[src/rtl/ldpc_iter_ctrl.sv]
// Iteration controller for an LDPC decoder: sequences load, check-node and variable-node phases per frame.
// Optional early termination on satisfied parity is enabled by defining LDPC_EARLY_TERM_EN.
module ldpc_iter_ctrl #(
    parameter int MAX_ITER = 8,
    parameter int ITER_W   = 4
) (
    input  logic              clk,
    input  logic              xrst,
    input  logic              i_val,
    output logic              i_rdy,
    output logic              load_en,
    output logic              cn_start,
    input  logic              cn_done,
    output logic              vn_start,
    input  logic              vn_done,
    input  logic              parity,
    output logic              o_val,
    input  logic              o_rdy,
    output logic              o_fail,
    output logic [ITER_W-1:0] roop
);

    typedef enum logic [2:0] {IDLE, LOAD, CN, VN, CHK, OUT} state_t;

    localparam logic [ITER_W-1:0] MAX_ITER_V = ITER_W'(MAX_ITER);

    state_t            state;
    state_t            state_nxt;
    logic              ready_q;
    logic              last_iter;
    logic [ITER_W-1:0] roop_inc;

    assign roop_inc = roop + ITER_W'(1);

`ifdef LDPC_EARLY_TERM_EN
    assign last_iter = (roop_inc == MAX_ITER_V) || parity;
`else
    assign last_iter = (roop_inc == MAX_ITER_V);
`endif

    // ready_q keeps i_rdy low while reset is held even though state already sits in IDLE
    assign i_rdy   = ready_q && (state == IDLE);
    assign load_en = (state == LOAD);
    assign o_val   = (state == OUT);

    always_comb begin
        state_nxt = state;
        case (state)
            IDLE: if (i_val && i_rdy) state_nxt = LOAD;
            LOAD: state_nxt = CN;
            // a done arriving alongside its own start pulse belongs to no request yet
            CN:   if (cn_done && !cn_start) state_nxt = VN;
            VN:   if (vn_done && !vn_start) state_nxt = CHK;
            CHK:  state_nxt = last_iter ? OUT : CN;
            OUT:  if (o_rdy) state_nxt = IDLE;
            default: state_nxt = IDLE;
        endcase
    end

    always_ff @(posedge clk or negedge xrst) begin
        if (!xrst) begin
            state   <= IDLE;
            ready_q <= 1'b0;
        end else begin
            state   <= state_nxt;
            ready_q <= 1'b1;
        end
    end

    always_ff @(posedge clk or negedge xrst) begin
        if (!xrst) begin
            roop     <= '0;
            o_fail   <= 1'b0;
            cn_start <= 1'b0;
            vn_start <= 1'b0;
        end else begin
            cn_start <= (state_nxt == CN) && (state != CN);
            vn_start <= (state_nxt == VN) && (state != VN);
            if (state == LOAD) begin
                roop <= '0;
            end else if (state == CHK) begin
                roop <= roop_inc;
            end
            if ((state == CHK) && (state_nxt == OUT)) begin
                o_fail <= ~parity;
            end
        end
    end

endmodule
[config.mk]
export PLATFORM = sky130hd
export DESIGN_NAME = ldpc_iter_ctrl
export DESIGN_NICKNAME = d
export VERILOG_FILES = /design/src/rtl/ldpc_iter_ctrl.sv
export SDC_FILE = /design/constraint.sdc
export NUM_CORES = 1
export LEC_CHECK = 0
export CAP_MARGIN = 5
export CORE_UTILIZATION = 45
export DETAILED_ROUTE_END_ITERATION = 6
export GPL_TIMING_DRIVEN = 0
export HOLD_SLACK_MARGIN = 0.03
export PLACE_DENSITY = 0.74
export SLEW_MARGIN = 10
export SYNTH_ARGS = -nofsm -noshare
export SYNTH_HDL_FRONTEND = slang
export SYNTH_SLANG_ARGS = --single-unit
[constraint.sdc]
create_clock -name clk -period 1.8 [get_ports clk]
set_input_delay 0.36 -clock clk [delete_from_list [all_inputs] [get_ports clk]]
set_output_delay 0.36 -clock clk [all_outputs]
set_load 0.03 [all_outputs]
==> Word level (Yosys, flattened, before mapping) <==
Cells that the tools add are included.
{ "totals": {"ff_bits": 11, "inputBits": 7, "wordCells": 38} }
{ "op_classes": {"add_sub_neg": 1, "n_eq_ne": 11, "muxes": 8, "bitwise": 1, "n_reduce_logical": 11} }
{ "ops": {"columns": ["cell", "count"], "rows": [
  ["case mux 3 bit (6 select lines)", 1],
  ["two-way mux 3 bit", 5],
  ["== test 3 x 2 -> 1 bit, second input constant", 4],
  ["== test 3 bit, second input constant", 3],
  ["two-way mux 4 bit", 2],
  ["logical AND 1 bit", 7],
  ["!= test 3 x 2 -> 1 bit, second input constant", 2],
  ["adder 4 x 1 -> 4 bit, second input constant", 1],
  ["== test 4 bit, second input constant", 1],
  ["== test 3 x 1 -> 1 bit, second input constant", 1],
  ["zero test 3 bit", 1],
  ["zero test 1 bit", 2],
  ["nonzero test 2 bit", 1],
  ["inverter 1 bit", 1]
]} }

==> Longest topological paths before layout <==
{ "depth": {"depth_word": 7, "ltp_mapped": 5} }

==> Worst setup path after synthesis <==
OpenSTA, ideal clock, no wires.
{ "synth_path": {"path_kind": "reg-to-output", "start": "register state[0]", "end": "output i_rdy", "arrival_time_ns": 1.607, "required_time_ns": 1.440, "path_slack_ns": -0.167, "path_stages_with_launch": 3, "path_buffers": 1, "cell_sequence": "dfrtp_1 clkbuf_1 nor4b_1"} }
{ "synth_between": {"elab_chain_cells": 2} }
{ "synth_lines": {"columns": ["element", "line_no", "source"], "rows": [
  ["start: declaration", "27", "state_t state;"],
  ["start signal: assignment", "65", "state <= state_nxt;"],
  ["zero test 3 bit", "42", "assign i_rdy = ready_q && (state == IDLE);"],
  ["logical AND 1 bit", "42", null],
  ["end: declaration", "10", "output logic i_rdy,"]
]} }
Every way passes these cells.

==> Final worst setup path <==
{ "layout_path": {"start": "register state[2]", "end": "register o_fail"} }
{ "layout_between": {"elab_chain_cells": 7, "elab_cells_between_ends": 15, "classes_between": "6 x eq/ne; 5 x mux; 4 x reduce/logical"} }
{ "layout_lines": {"columns": ["element", "line_no", "source"], "rows": [
  ["zero test 3 bit", "42, 48", null],
  ["logical AND 1 bit", "42", null],
  ["logical AND 1 bit", "49", "IDLE: if (i_val && i_rdy) state_nxt = LOAD;"],
  ["two-way mux 3 bit", "49", null],
  ["case mux 3 bit (6 select lines)", "48", "case (state)"],
  ["== test 3 bit", "84", "if ((state == CHK) && (state_nxt == OUT)) begin"],
  ["logical AND 1 bit (*)", "84", null],
  ["end signal: assignment", "85", "o_fail <= ~parity;"],
  ["end: declaration", "19", "output logic o_fail,"]
]} }
Mark *: on every way between the ends. The rest lies on a longest branch, timed or not.
A chain may end at the register's enable or synchronous reset.

==> results.ini <==
[yosys]
yosys.area.top_type_share_pct=45.55
yosysWarningCount=0
syn_avg_cell_area_um2=8.887
synth-seq-cells=11
asyncSetResetFlopFracSynth_pct=100.0
synth_sequential_area_ratio_pct=45.55
post_synth_instance_area_um2=604.3
postSynthCellCount=68
top_cells_by_area_synth=sky130_fd_sc_hd__dfrtp_1 46%, sky130_fd_sc_hd__o21ai_0 6.6%, sky130_fd_sc_hd__ha_1 4.1%, sky130_fd_sc_hd__inv_1 3.7%, sky130_fd_sc_hd__nor2_1 3.7%
synth_ff_type=sky130_fd_sc_hd__dfrtp_1
synth_cell_types=28
synth_largest_area_cell=sky130_fd_sc_hd__dfrtp_1
postSynthNetCount=77
synth-edff-count=0

[timing]
fin_crit_sh_pct=99.08
timing.final.setup_violations=0
period_minus_slack_ns=1.783
tightestPinTransition_ns=0.5028
timing.final.max_slew_violations=0
final-hold-violation-count=0
max_freq_mhz=560.7
fin_worst_skew_ns=0.0006352
relative_slew_slack_pct=66.38
setup_tns_ns=0

[place]
placedInstanceArea_um2=788.3
gp_routability_congestion=0.8410
port_buffers=16
dp.cells=98
place_hpwl_um=972.8

[clock_tree]
clkSlewWorstSetupHoldPaths_ns=0.07
tritoncts=built
ctsHtreeMaxLevel=1
max-clock-path-buffers=2
insertion_delay_ns=0.26
cts-root-buf=sky130_fd_sc_hd__clkbuf_4
cts_inserted_buffers=3
numClockSinks=11

[critical_path]
critical_path_type=flip-flop to flip-flop
cp-start-kind=flip-flop
crit_path_start=state[2]
timing.critical_path.arrival_ns=1.97
worst_ep_required_time_ns=1.99
crit-reg2reg-launch=state[2]
crit_fanout=8
critical_path_sink_type=flip-flop

[cells_and_area]
layout-drive-gt1-share_pct=20.65
final_cell_count_no_fill=106
area_overhead_vs_synth_pct=48.24
design.final.nets=102
fillCellCount=84
n_antenna_cell=0
mostFrequentLayoutCells=10 x sky130_fd_sc_hd__dfrtp_1, 10 x sky130_fd_sc_hd__clkdlybuf4s50_1, 8 x sky130_fd_sc_hd__o21ai_0
fin_util_pct=76.50
multi_input_comb_area_um2=321.6
register_area_um2=276.5
final_cell_area_um2=895.9

[drt]
drt-total-wl_mm=1.521
drt-vias-per-instance=5.726
initialDrtViolationCount=25
ant_nets=0
vias=607
dr_wl_cell_um=14.35
drt_drc_violations_left=0
drt_pre_antenna_iters=4

[die]
rows=12
start_util_pct=51.60
boundaryPins=17
floorplan.die.height_um=38.65
coreArea_um2=1171
fp.dieW_um=38.65
dieArea_um2=1493

[power_and_ir_drop]
max_rail_drop_vdd_uv=943.1
total_power_mw=1.254
p_per_area_nw_per_um2=1400
power.static_leakage_nw=0.4265

[grt]
grt.busiest_layer=met2
grt_util_met3_pct=3.468
grt_first_pass_wirelength_mm=2.083
grt_util_all_layers_pct=21.66
gr-usage-met1_pct=28.36
number_of_antenna_violations_at_the_first_check_in_global_routing=0
vias_in_the_first_global_route=501
largest_net_degree_at_the_start_of_global_routing=12
globalRouteOverflowTotal=0
grtUsageMet2_pct=33.33

[run]
max-cap-violations=0

[status]
status=completed

[hold_path]
worstHoldPathType=input pin to asynchronous set/reset pin

==> metrics by stage <==
step           hold WS, ns  worst slack (ns)
2_1_floorplan      0.06441           0.02652
3_5_place_dp        0.4539           -0.4812
4_1_cts             0.4354         -0.008000
6_report            0.4283           0.01663
5_1_grt             0.4750          -0.03153
3_3_place_gp        0.4475           -0.4773
==> sequential cells by signal (all words and copies together), names as in the netlist <==
signal,count
ready_q,1
state,3
roop,4
o_fail,1
vn_start,1
cn_start,1
==> critical path, cell delays in order, from the launching register on <==
cell                      delay, ns
sky130_fd_sc_hd__dfrtp_2       0.43
sky130_fd_sc_hd__or3b_1        0.38
sky130_fd_sc_hd__buf_6         0.15
sky130_fd_sc_hd__or4_4         0.43
sky130_fd_sc_hd__o31ai_4       0.09
sky130_fd_sc_hd__mux2i_1       0.22
==> routing by layer <==
layer / wire, um / vias up
li1: - / 293
met1: 632 / 279
met2: 747 / 33
met3: 126 / 2
met4: 14 / 0
met5: 0 / -
==> cells by family (layout without fill, tap and decap cells) <==
family	Yosys count	in the layout	synth area share (%)
AND/OR/NAND/NOR	24	24	20.70
other	1	1	0.6205
multiplexers	1	1	1.656
AO/OA/AOI/OAI	20	20	21.53
adder cells (fa/ha/maj)	2	2	4.140
flip-flops	11	11	45.55
buffers and inverters	9	33	5.797
==> final timing paths <==
check / cells past startpoint / to / slack, ns
setup / recovery: 5 / o_fail / 0.02
hold / removal: 1 / roop[3] / 0.43
min in group clk: 1 / vn_start / 0.45
setup reg to reg: 5 / o_fail / 0.02
max in group asynchronous: 1 / state[2] / 1.01
hold reg to reg: 1 / vn_start / 0.45
==> cell type report <==
cell class,instances,area share [%]
tap,14,1.955
multi-input combinational,48,35.89
timing repair buffer,20,22.35
buffer,3,3.492
clock buffer,4,2.933
inverter,6,2.514
sequential,11,30.87
==> cells in the mapped netlist (2+ instances only) <==
library cell,number
sky130_fd_sc_hd__dfrtp_1,11
sky130_fd_sc_hd__o21ai_0,8
sky130_fd_sc_hd__inv_1,6
sky130_fd_sc_hd__nor2_1,6
sky130_fd_sc_hd__a21oi_1,4
sky130_fd_sc_hd__nand2_1,4
sky130_fd_sc_hd__nand3_1,3
sky130_fd_sc_hd__clkbuf_1,2
sky130_fd_sc_hd__ha_1,2
sky130_fd_sc_hd__nor2b_1,2
sky130_fd_sc_hd__nor3_1,2
sky130_fd_sc_hd__or3_1,2
==> what timing repair did <==
item,CTS,global route
buffers inserted,0,4
endpoints found under the hold margin,0,0
cloned,0,0
resized for setup,23,15
pin swaps,0,1
setup endpoints to repair,5,5
hold buffers,0,0
==> power by group <==
group,total (mW),internal (mW),switching [mW]
Combinational,0.675,0.307,0.367
Clock,0.167,0.0857,0.0812
Sequential,0.412,0.321,0.0916
Total,1.25,0.714,0.540
Power figures use the tool's default switching activity.
